[config.mk]
export PLATFORM = sky130hd
export DESIGN_NAME = adt7320_spi_target
export DESIGN_NICKNAME = d
export VERILOG_FILES = /design/src/rtl/adt7320_spi_target.sv
export SDC_FILE = /design/constraint.sdc
export NUM_CORES = 1
export LEC_CHECK = 0
export CAP_MARGIN = 25
export CORE_UTILIZATION = 53
export CTS_CLUSTER_SIZE = 30
export DETAILED_ROUTE_END_ITERATION = 10
export PLACE_DENSITY_LB_ADDON = 0.25
export SKIP_LAST_GASP = 1
export SLEW_MARGIN = 25
export SYNTH_ARGS = -nofsm -noshare
export SYNTH_HDL_FRONTEND = slang
export SYNTH_SLANG_ARGS = --single-unit
[constraint.sdc]
create_clock -name clk -period 2.5 [get_ports clk]
set_input_delay 0.5 -clock clk [delete_from_list [all_inputs] [get_ports clk]]
set_output_delay 0.5 -clock clk [all_outputs]
set_load 0.05 [all_outputs]
[src/rtl/adt7320_spi_target.sv]
// SPI mode-3 target emulating the ADT7320 register file. Pins are oversampled in the
// clk domain; sclk edges become one-clk strobes that drive a small framing FSM.
module adt7320_spi_target #(
  parameter int          SYNC_STAGES = 2,
  parameter logic [7:0]  ID_VALUE    = 8'hC3,
  parameter logic [15:0] TCRIT_RST   = 16'h4980,
  parameter logic [7:0]  THYST_RST   = 8'h05,
  parameter logic [15:0] THIGH_RST   = 16'h2000,
  parameter logic [15:0] TLOW_RST    = 16'h0500
) (
  input  logic        clk,
  input  logic        reset,
  input  logic        cs,
  input  logic        sclk,
  input  logic        din,
  output logic        dout,
  output logic        dout_oe,
  input  logic [15:0] temp_value,
  input  logic [7:0]  status_in,
  output logic [7:0]  config_q,
  output logic        busy
);

  typedef enum logic [2:0] {IDLE, CMD, DATA_RD, DATA_WR, DONE} state_t;

  state_t state, state_nx;

  logic [SYNC_STAGES-1:0] cs_sync, sclk_sync, din_sync;
  logic cs_s, sclk_s, din_s, cs_d, sclk_d;
  logic cs_fall, cs_rise, rise_ev, fall_ev, ones_hit, wide;
  logic [3:0]  bit_cnt, last_bit;
  logic [4:0]  ones_cnt;
  logic [2:0]  addr_q;
  logic        rd_q;
  logic [15:0] sh, rd_word, wr_word;
  logic [15:0] tcrit, thigh, tlow;
  logic [7:0]  thyst;

  // cs sync resets low so a cs still held low after reset never looks like a fresh fall;
  // the bus re-arms only on a genuine high-to-low transition.
  always_ff @(posedge clk or negedge reset) begin
    if (!reset) begin
      cs_sync   <= '0;
      sclk_sync <= '1;
      din_sync  <= '0;
      cs_d      <= 1'b0;
      sclk_d    <= 1'b1;
    end else begin
      cs_sync   <= {cs_sync[SYNC_STAGES-2:0], cs};
      sclk_sync <= {sclk_sync[SYNC_STAGES-2:0], sclk};
      din_sync  <= {din_sync[SYNC_STAGES-2:0], din};
      cs_d      <= cs_s;
      sclk_d    <= sclk_s;
    end
  end

  assign cs_s     = cs_sync[SYNC_STAGES-1];
  assign sclk_s   = sclk_sync[SYNC_STAGES-1];
  assign din_s    = din_sync[SYNC_STAGES-1];
  assign cs_fall  = cs_d & ~cs_s;
  assign cs_rise  = ~cs_d & cs_s;
  assign rise_ev  = sclk_s & ~sclk_d & ~cs_rise;
  assign fall_ev  = ~sclk_s & sclk_d & ~cs_rise;
  assign ones_hit = rise_ev && (state != IDLE) && din_s && (ones_cnt == 5'd31);
  assign wide     = (addr_q == 3'd2) || (addr_q == 3'd4) || (addr_q == 3'd6) || (addr_q == 3'd7);
  assign last_bit = wide ? 4'd15 : 4'd7;
  assign wr_word  = {sh[14:0], din_s};

  always_comb begin
    rd_word = 16'h0000;
    case (addr_q)
      3'd0:    rd_word = {status_in, 8'h00};
      3'd1:    rd_word = {config_q, 8'h00};
      3'd2:    rd_word = temp_value;
      3'd3:    rd_word = {ID_VALUE, 8'h00};
      3'd4:    rd_word = tcrit;
      3'd5:    rd_word = {thyst, 8'h00};
      3'd6:    rd_word = thigh;
      default: rd_word = tlow;
    endcase
  end

  always_ff @(posedge clk or negedge reset) begin
    if (!reset) state <= IDLE;
    else        state <= state_nx;
  end

  always_comb begin
    state_nx = state;
    if (cs_rise) state_nx = IDLE;
    else if (cs_fall || ones_hit) state_nx = CMD;
    else if (rise_ev) begin
      case (state)
        CMD:              if (bit_cnt == 4'd7) state_nx = rd_q ? DATA_RD : DATA_WR;
        DATA_RD, DATA_WR: if (bit_cnt == last_bit) state_nx = DONE;
        default: ;
      endcase
    end
  end

  always_ff @(posedge clk or negedge reset) begin
    if (!reset) begin
      dout     <= 1'b1;
      dout_oe  <= 1'b0;
      busy     <= 1'b0;
      bit_cnt  <= '0;
      ones_cnt <= '0;
      addr_q   <= '0;
      rd_q     <= 1'b0;
      sh       <= '0;
      config_q <= 8'h00;
      tcrit    <= TCRIT_RST;
      thyst    <= THYST_RST;
      thigh    <= THIGH_RST;
      tlow     <= TLOW_RST;
    end else if (cs_rise) begin
      dout     <= 1'b1;
      dout_oe  <= 1'b0;
      busy     <= 1'b0;
      bit_cnt  <= '0;
      ones_cnt <= '0;
    end else if (cs_fall) begin
      dout     <= 1'b1;
      dout_oe  <= 1'b1;
      busy     <= 1'b1;
      bit_cnt  <= '0;
      ones_cnt <= '0;
    end else if (state != IDLE) begin
      if (rise_ev) begin
        ones_cnt <= din_s ? ones_cnt + 5'd1 : 5'd0;
        if (ones_hit) begin
          ones_cnt <= '0;
          bit_cnt  <= '0;
          dout     <= 1'b1;
          config_q <= 8'h00;
          tcrit    <= TCRIT_RST;
          thyst    <= THYST_RST;
          thigh    <= THIGH_RST;
          tlow     <= TLOW_RST;
        end else begin
          case (state)
            CMD: begin
              bit_cnt <= bit_cnt + 4'd1;
              if (bit_cnt == 4'd1) rd_q <= din_s;
              if (bit_cnt >= 4'd2 && bit_cnt <= 4'd4) addr_q <= {addr_q[1:0], din_s};
              if (bit_cnt == 4'd7) begin
                bit_cnt <= '0;
                // Read data (including temp/status snapshot) is frozen at the last command bit.
                sh      <= rd_q ? rd_word : 16'h0000;
              end
            end
            DATA_RD: begin
              bit_cnt <= bit_cnt + 4'd1;
              if (bit_cnt == last_bit) dout <= 1'b0;
            end
            DATA_WR: begin
              bit_cnt <= bit_cnt + 4'd1;
              sh      <= wr_word;
              if (bit_cnt == last_bit) begin
                dout <= 1'b0;
                case (addr_q)
                  3'd1: config_q <= wr_word[7:0];
                  3'd4: tcrit    <= wr_word;
                  3'd5: thyst    <= wr_word[7:0];
                  3'd6: thigh    <= wr_word;
                  3'd7: tlow     <= wr_word;
                  default: ;
                endcase
              end
            end
            default: ;
          endcase
        end
      end else if (fall_ev && state == DATA_RD) begin
        dout <= sh[15];
        sh   <= {sh[14:0], 1'b0};
      end
    end
  end

endmodule

# Yosys cells after proc, flatten, opt, wreduce, memory -nomap -nowiden
# Cells that the tools add are included.
[op_classes]
add_sub_neg = 2
magnitude_cmp = 2
eq_ne = 21
n_mux = 58
bitwise_logic = 13
n_reduce_logical = 39
[op_table]
columns = ["operator", "count"]
rows = [
  ["16-bit two-way mux", 17],
  ["16-bit case mux with 7 select lines", 1],
  ["8-bit two-way mux", 8],
  ["7-bit AND reduction", 8],
  ["16-bit case mux with 2 select lines", 1],
  ["5-bit two-way mux", 6],
  ["4-bit two-way mux", 7],
  ["2-bit nonzero test", 9],
  ["3-bit two-way mux", 5],
  ["3-bit by 2-bit == test with 1-bit output, second input constant", 4],
  ["3-bit == test, second input constant", 4],
  ["3-bit nonzero test", 4],
  ["1-bit two-way mux", 11],
  ["4-bit case mux with 2 select lines", 1],
  ["4-bit AND reduction", 2],
  ["4-bit nonzero test", 2],
  ["1-bit NOT", 7],
  ["1-bit AND", 6],
  ["3-bit by 1-bit == test with 1-bit output, second input constant", 2],
  ["3-bit case mux with 2 select lines", 1],
  ["5-bit by 1-bit adder with 5-bit output, second input constant", 1],
  ["5-bit == test, second input constant", 1],
  ["1-bit logical AND", 5],
  ["5-bit by 3-bit inequality test with 1-bit output, second input constant", 1],
  ["18 further kinds", 21],
]
[totals]
ff_bits = 106
out_inout_bits = 11
wordCells = 153

# Depth between registers and ports, before layout
[logic_depth]
depth_word = 13
ltp_mapped = 10
mapped_depth_nobuf = 8

# Worst setup path before layout
# No wires, ideal clock.
[synth_timing]
path_type = "reg-to-reg"
startpoint = "register cs_sync[1]"
endpoint = "register tlow[11]"
setup_ps = 122
arrival_time_ps = 2573
required_ps = 2378
path_slack_ps = -195
stages_incl_launch_ff = 10
path_buffers = 4
period_less_slack_ps = 2695
cell_sequence = "dfrtp_1 ha_1 or3b_1 buf_2 or3_1 buf_2 or4_4 buf_6 buf_6 a32o_1"
[synth_between]
elab_chain_len = 8
[synth_rtl]
columns = ["item", "line_no", "rtl"]
rows = [
  ["start: declaration", "28", "logic [SYNC_STAGES-1:0] cs_sync, sclk_sync, din_sync;"],
  ["start signal: assignment", "49", "cs_sync <= {cs_sync[SYNC_STAGES-2:0], cs};"],
  ["1-bit AND", "61", "assign cs_rise = ~cs_d & cs_s;"],
  ["1-bit NOT (no line)", "--", ""],
  ["1-bit AND", "62", "assign rise_ev = sclk_s & ~sclk_d & ~cs_rise;"],
  ["1-bit logical AND (3 in series)", "64", "assign ones_hit = rise_ev && (state != IDLE) && din_s && (ones_cnt == 5'd31);"],
  ["2-bit nonzero test (no line)", "--", ""],
  ["7-bit AND reduction (no line)", "--", ""],
  ["end signal: assignment", "166", "3'd7: tlow <= wr_word;"],
  ["end: declaration", "36", "logic [15:0] tcrit, thigh, tlow;"],
]
# Several ways; a longest one is shown, not always the timed one.
# A chain may end at the register's enable or synchronous reset.

# Worst setup path in the final report
[layout_timing]
startpoint = "register cs_sync[1]"
endpoint = "register tlow[15]"
# The elaborated chain is that of the path after synthesis.

==> results by group <==
CTS
  • Htree depth: 3
  • Sink Count: between 100 and 150
  • Hold buffers post-CTS: 0
  • Setup bufs post-CTS: 0
  • Clock Tree Buf Depth: 2
  • CTS tree: done
  • Worst-path clk slew: 100 ps
  • CTS root buffer: clkbuf_8
  • Number of buffers created by CTS: 9
  • Worst-Skew Late Latency: about 400 ps

Yosys
  • Top-area cell type share of the netlist area: 42.4%
  • Cell area after synthesis: 0.00549 sq mm
  • Sequential-to-total area share from yosys stat: 48.6%
  • Mux cell area share after synthesis: 4.06%
  • Count leader, synth: dfrtp_1
  • Largest family of logic cells by synthesized area: compound AO/OA/AOI/OAI gates
  • Syn Area/Cell: 9.93 sq um
  • Post-synthesis register bit count: 106
  • Mapped Cells: 553
  • Leading area contributor after synthesis: dfrtp_1
  • Ys flop type: dfrtp_1
  • Netlist cell types: 60
  • Fraction of the mapped netlist area in adder cells: 1.60%
  • Net Count, Synth: between 500 and 600
  • Async set or reset register ratio after synthesis: 100%
  • Synth Area in Simple Gates: 12.9%
  • Largest cells by area after synthesis: dfrtp_1, dfstp_2, a22o_1
  • Post-Synth XOR/XNOR Area: 0%
  • Synthesis Warnings: 0
  • Most frequent cells after synthesis: dfrtp_1, nand2_1, nor2_1, clkbuf_1, o21ai_0
  • Number of synthesized flops with an enable pin: 0
  • Compound-Gate Fraction of Synth Area: 28.3%

Timing
  • Final worst slack: 70.2 ps
  • Count of final setup violators: 0
  • Final Skew: 12.7 ps
  • Hold_ws: a little over 30 ps
  • Final Hold Fails: 0
  • RSZ-0062 raised after global routing: false
  • Post-route minimum period: between 2000 and 2500 ps
  • Fin crit share: 97.2%
  • Setup_tns: 0 ps
  • FMAX: 0.412 GHz
  • Max-slew headroom: 50.9%
  • Max Slew Vio Count: 0
  • Worst Tran Pin Value: around 740 ps

Setup path
  • Worst path slowest cell: or4_4
  • Critical Path Sink Type: flop
  • Top fanout value on the critical path: 15
  • CP arrival: 2710 ps
  • Worst path max stage delay: 670 ps
  • WP data required: 2780 ps
  • CP startpoint kind: flop
  • Worst setup path class: flop to flop
  • Worst path cell trace: ha_4 > or3b_1 > or3_1 > or4_4 > a32o_1

Drt
  • Via Count: 4,932
  • DRT iter0 DRCs: 480
  • Routed wl met2: 7200 um
  • Post-route ant nets: 0
  • DRT met1 WL: 6650 um
  • Pre-antenna DRT Iters: 5
  • Drt total wl: ~16,000 um
  • DRC viols: 0
  • DR vias/cell: 6.75
  • Uppermost routed layer: met4
  • Wire per inst: 21.8 um
  • Routed wl met3: 1680 um

Hold path
  • Hold/Removal Path Class: input port to async pin

Floorplanning
  • Core area: 0.00991 sq mm
  • FP Rows: 36
  • Starting Density: 55.4%
  • Die footprint: 0.0108 sq mm
  • Ports: 40
  • Chip height: 104 um
  • Die width: 104 um

Global route
  • Total GRT Usage: 30.6%
  • Pin count of the biggest net entering global routing: 51
  • Antenna violations before repair: 0
  • Global-route wire length before repair: 25,400 um
  • Vias in the first global route: 4,722
  • GRT overflow: 0

Run
  • Max-cap violations: 0

Power
  • Leakage: ~2.7 nW
  • Total Power: 4.82 mW
  • Max IR drop VDD: 0.000395 V
  • Power Dens Cells: approximately 750 mW/mm^2

Placement
  • Buffers on Ports: 39
  • Post-detail-place hpwl: 10,700 um
  • Placed cell areas: 0.00617 sq mm
  • Post-Place Setup Slack: -0.903 ps
  • Final RePlAce weighted congestion: 0.881

Final layout
  • Nets: 629
  • Antenna cells: 0
  • Area Overhead vs Synth: 16.7%
  • Fill cell count: 811
  • Share of cells above drive strength 1: 15.4%
  • Fin area: around 0.0064 sq mm

Outcome
  • Status: complete, no violations
area by class of cell:
cell class	instances	area (sq um)	share of cell area (%)
clock inverter	7	87.6	1.37
tap	133	166	2.60
clock buffer	9	124	1.93
timing repair buffer	79	713	11.1
sequential	106	2670	41.7
multi-input combinational	385	2600	40.6
inverter	12	45.0	0.703
routing by layer:
layer  vias up  GRT usage, %
met1      2438          43.7
met5         -             0
met3        34          6.73
li1       2180             -
met4         0          11.8
met2       280          45.6
placed cells by master, fill, tap and decap left out, types with 3 or more instances in the layout:
cell type	synthesis	routed
dfrtp_1	93	93
nand2_1	44	44
nor2_1	43	43
buf_4	1	39
o21ai_0	39	38
clkdlybuf4s50_1	0	38
a21oi_1	33	33
a22o_1	26	26
a22oi_1	23	23
a221o_1	14	14
a32o_1	14	14
dfstp_2	13	13
inv_1	12	12
mux2_2	12	12
nor2b_1	11	11
a31oi_1	9	9
o22ai_1	9	9
clkbuf_8	0	9
and3_1	7	7
o21a_1	7	7
a211oi_1	7	7
nor4_1	6	6
ha_1	7	6
nor3_1	5	5
nand3_1	5	5
o211ai_1	4	4
a221oi_1	5	4
o221ai_1	4	4
nand2b_1	3	3
o21ai_1	2	3
and2_1	3	3
mux4_2	3	3
o22a_1	3	3
worst paths after layout:
check	start	slack, ps	depth (start not counted)	end
hold / removal	reset	30	1	state[1]$_DFFE_PN0P_
max in group asynchronous	reset	1730	2	tlow[10]$_DFFE_PN1P_
setup reg to reg	cs_sync[1]$_DFF_PN0_	70	5	tlow[15]$_DFFE_PN0P_
min in group clk	cs_sync[0]$_DFF_PN0_	360	0	cs_sync[1]$_DFF_PN0_
setup / recovery	cs_sync[1]$_DFF_PN0_	70	5	tlow[15]$_DFFE_PN0P_
hold reg to reg	cs_sync[0]$_DFF_PN0_	360	0	cs_sync[1]$_DFF_PN0_
registers in the layout, indices dropped and copies added (netlist names), 2 cells and up:
| signal | flops |
|---|---|
| sh | 16 |
| thigh | 16 |
| din_sync | 2 |
| tlow | 16 |
| config_q | 8 |
| sclk_sync | 2 |
| addr_q | 3 |
| cs_sync | 2 |
| bit_cnt | 4 |
| tcrit | 16 |
| ones_cnt | 5 |
| state | 3 |
| thyst | 8 |
report_power, final:
| part | leakage (nW) | total, mW | switching, mW | internal, mW |
|---|---|---|---|---|
| registers | 1.38 | 2.24 | 0.332 | 1.91 |
| clock network | 0.104 | 1.14 | 0.654 | 0.482 |
| logic | 1.25 | 1.45 | 0.875 | 0.573 |
| total | 2.74 | 4.82 | 1.86 | 2.96 |
stage by stage:
stage	std cells	utilization [%]
2_1_floorplan	553	-
3_3_place_gp	715	62.3
3_5_place_dp	715	62.3
4_1_cts	731	64.4
5_1_grt	731	64.7
6_report	731	64.7
logic make-up after synthesis:
| family | after synthesis |
|---|---|
| mux | 17 |
| buf+inv | 62 |
| simple gates | 145 |
| compound gates | 216 |
| flops | 106 |
| fa+ha+maj | 7 |
timing repair:
| item | CTS | global route |
|---|---|---|
| resized for setup | 1 | 4 |
| setup endpoints to repair | 2 | 8 |
| pin swaps | 0 | 1 |
critical path: cells and delay by family, from the launching register on:
kind	cells	cell delay, ps
AOI/OAI and AO/OA	1	300
and+or+nand+nor	3	1380
adders and majority gates	1	200
DFF	1	430
Power figures use the tool's default switching activity.
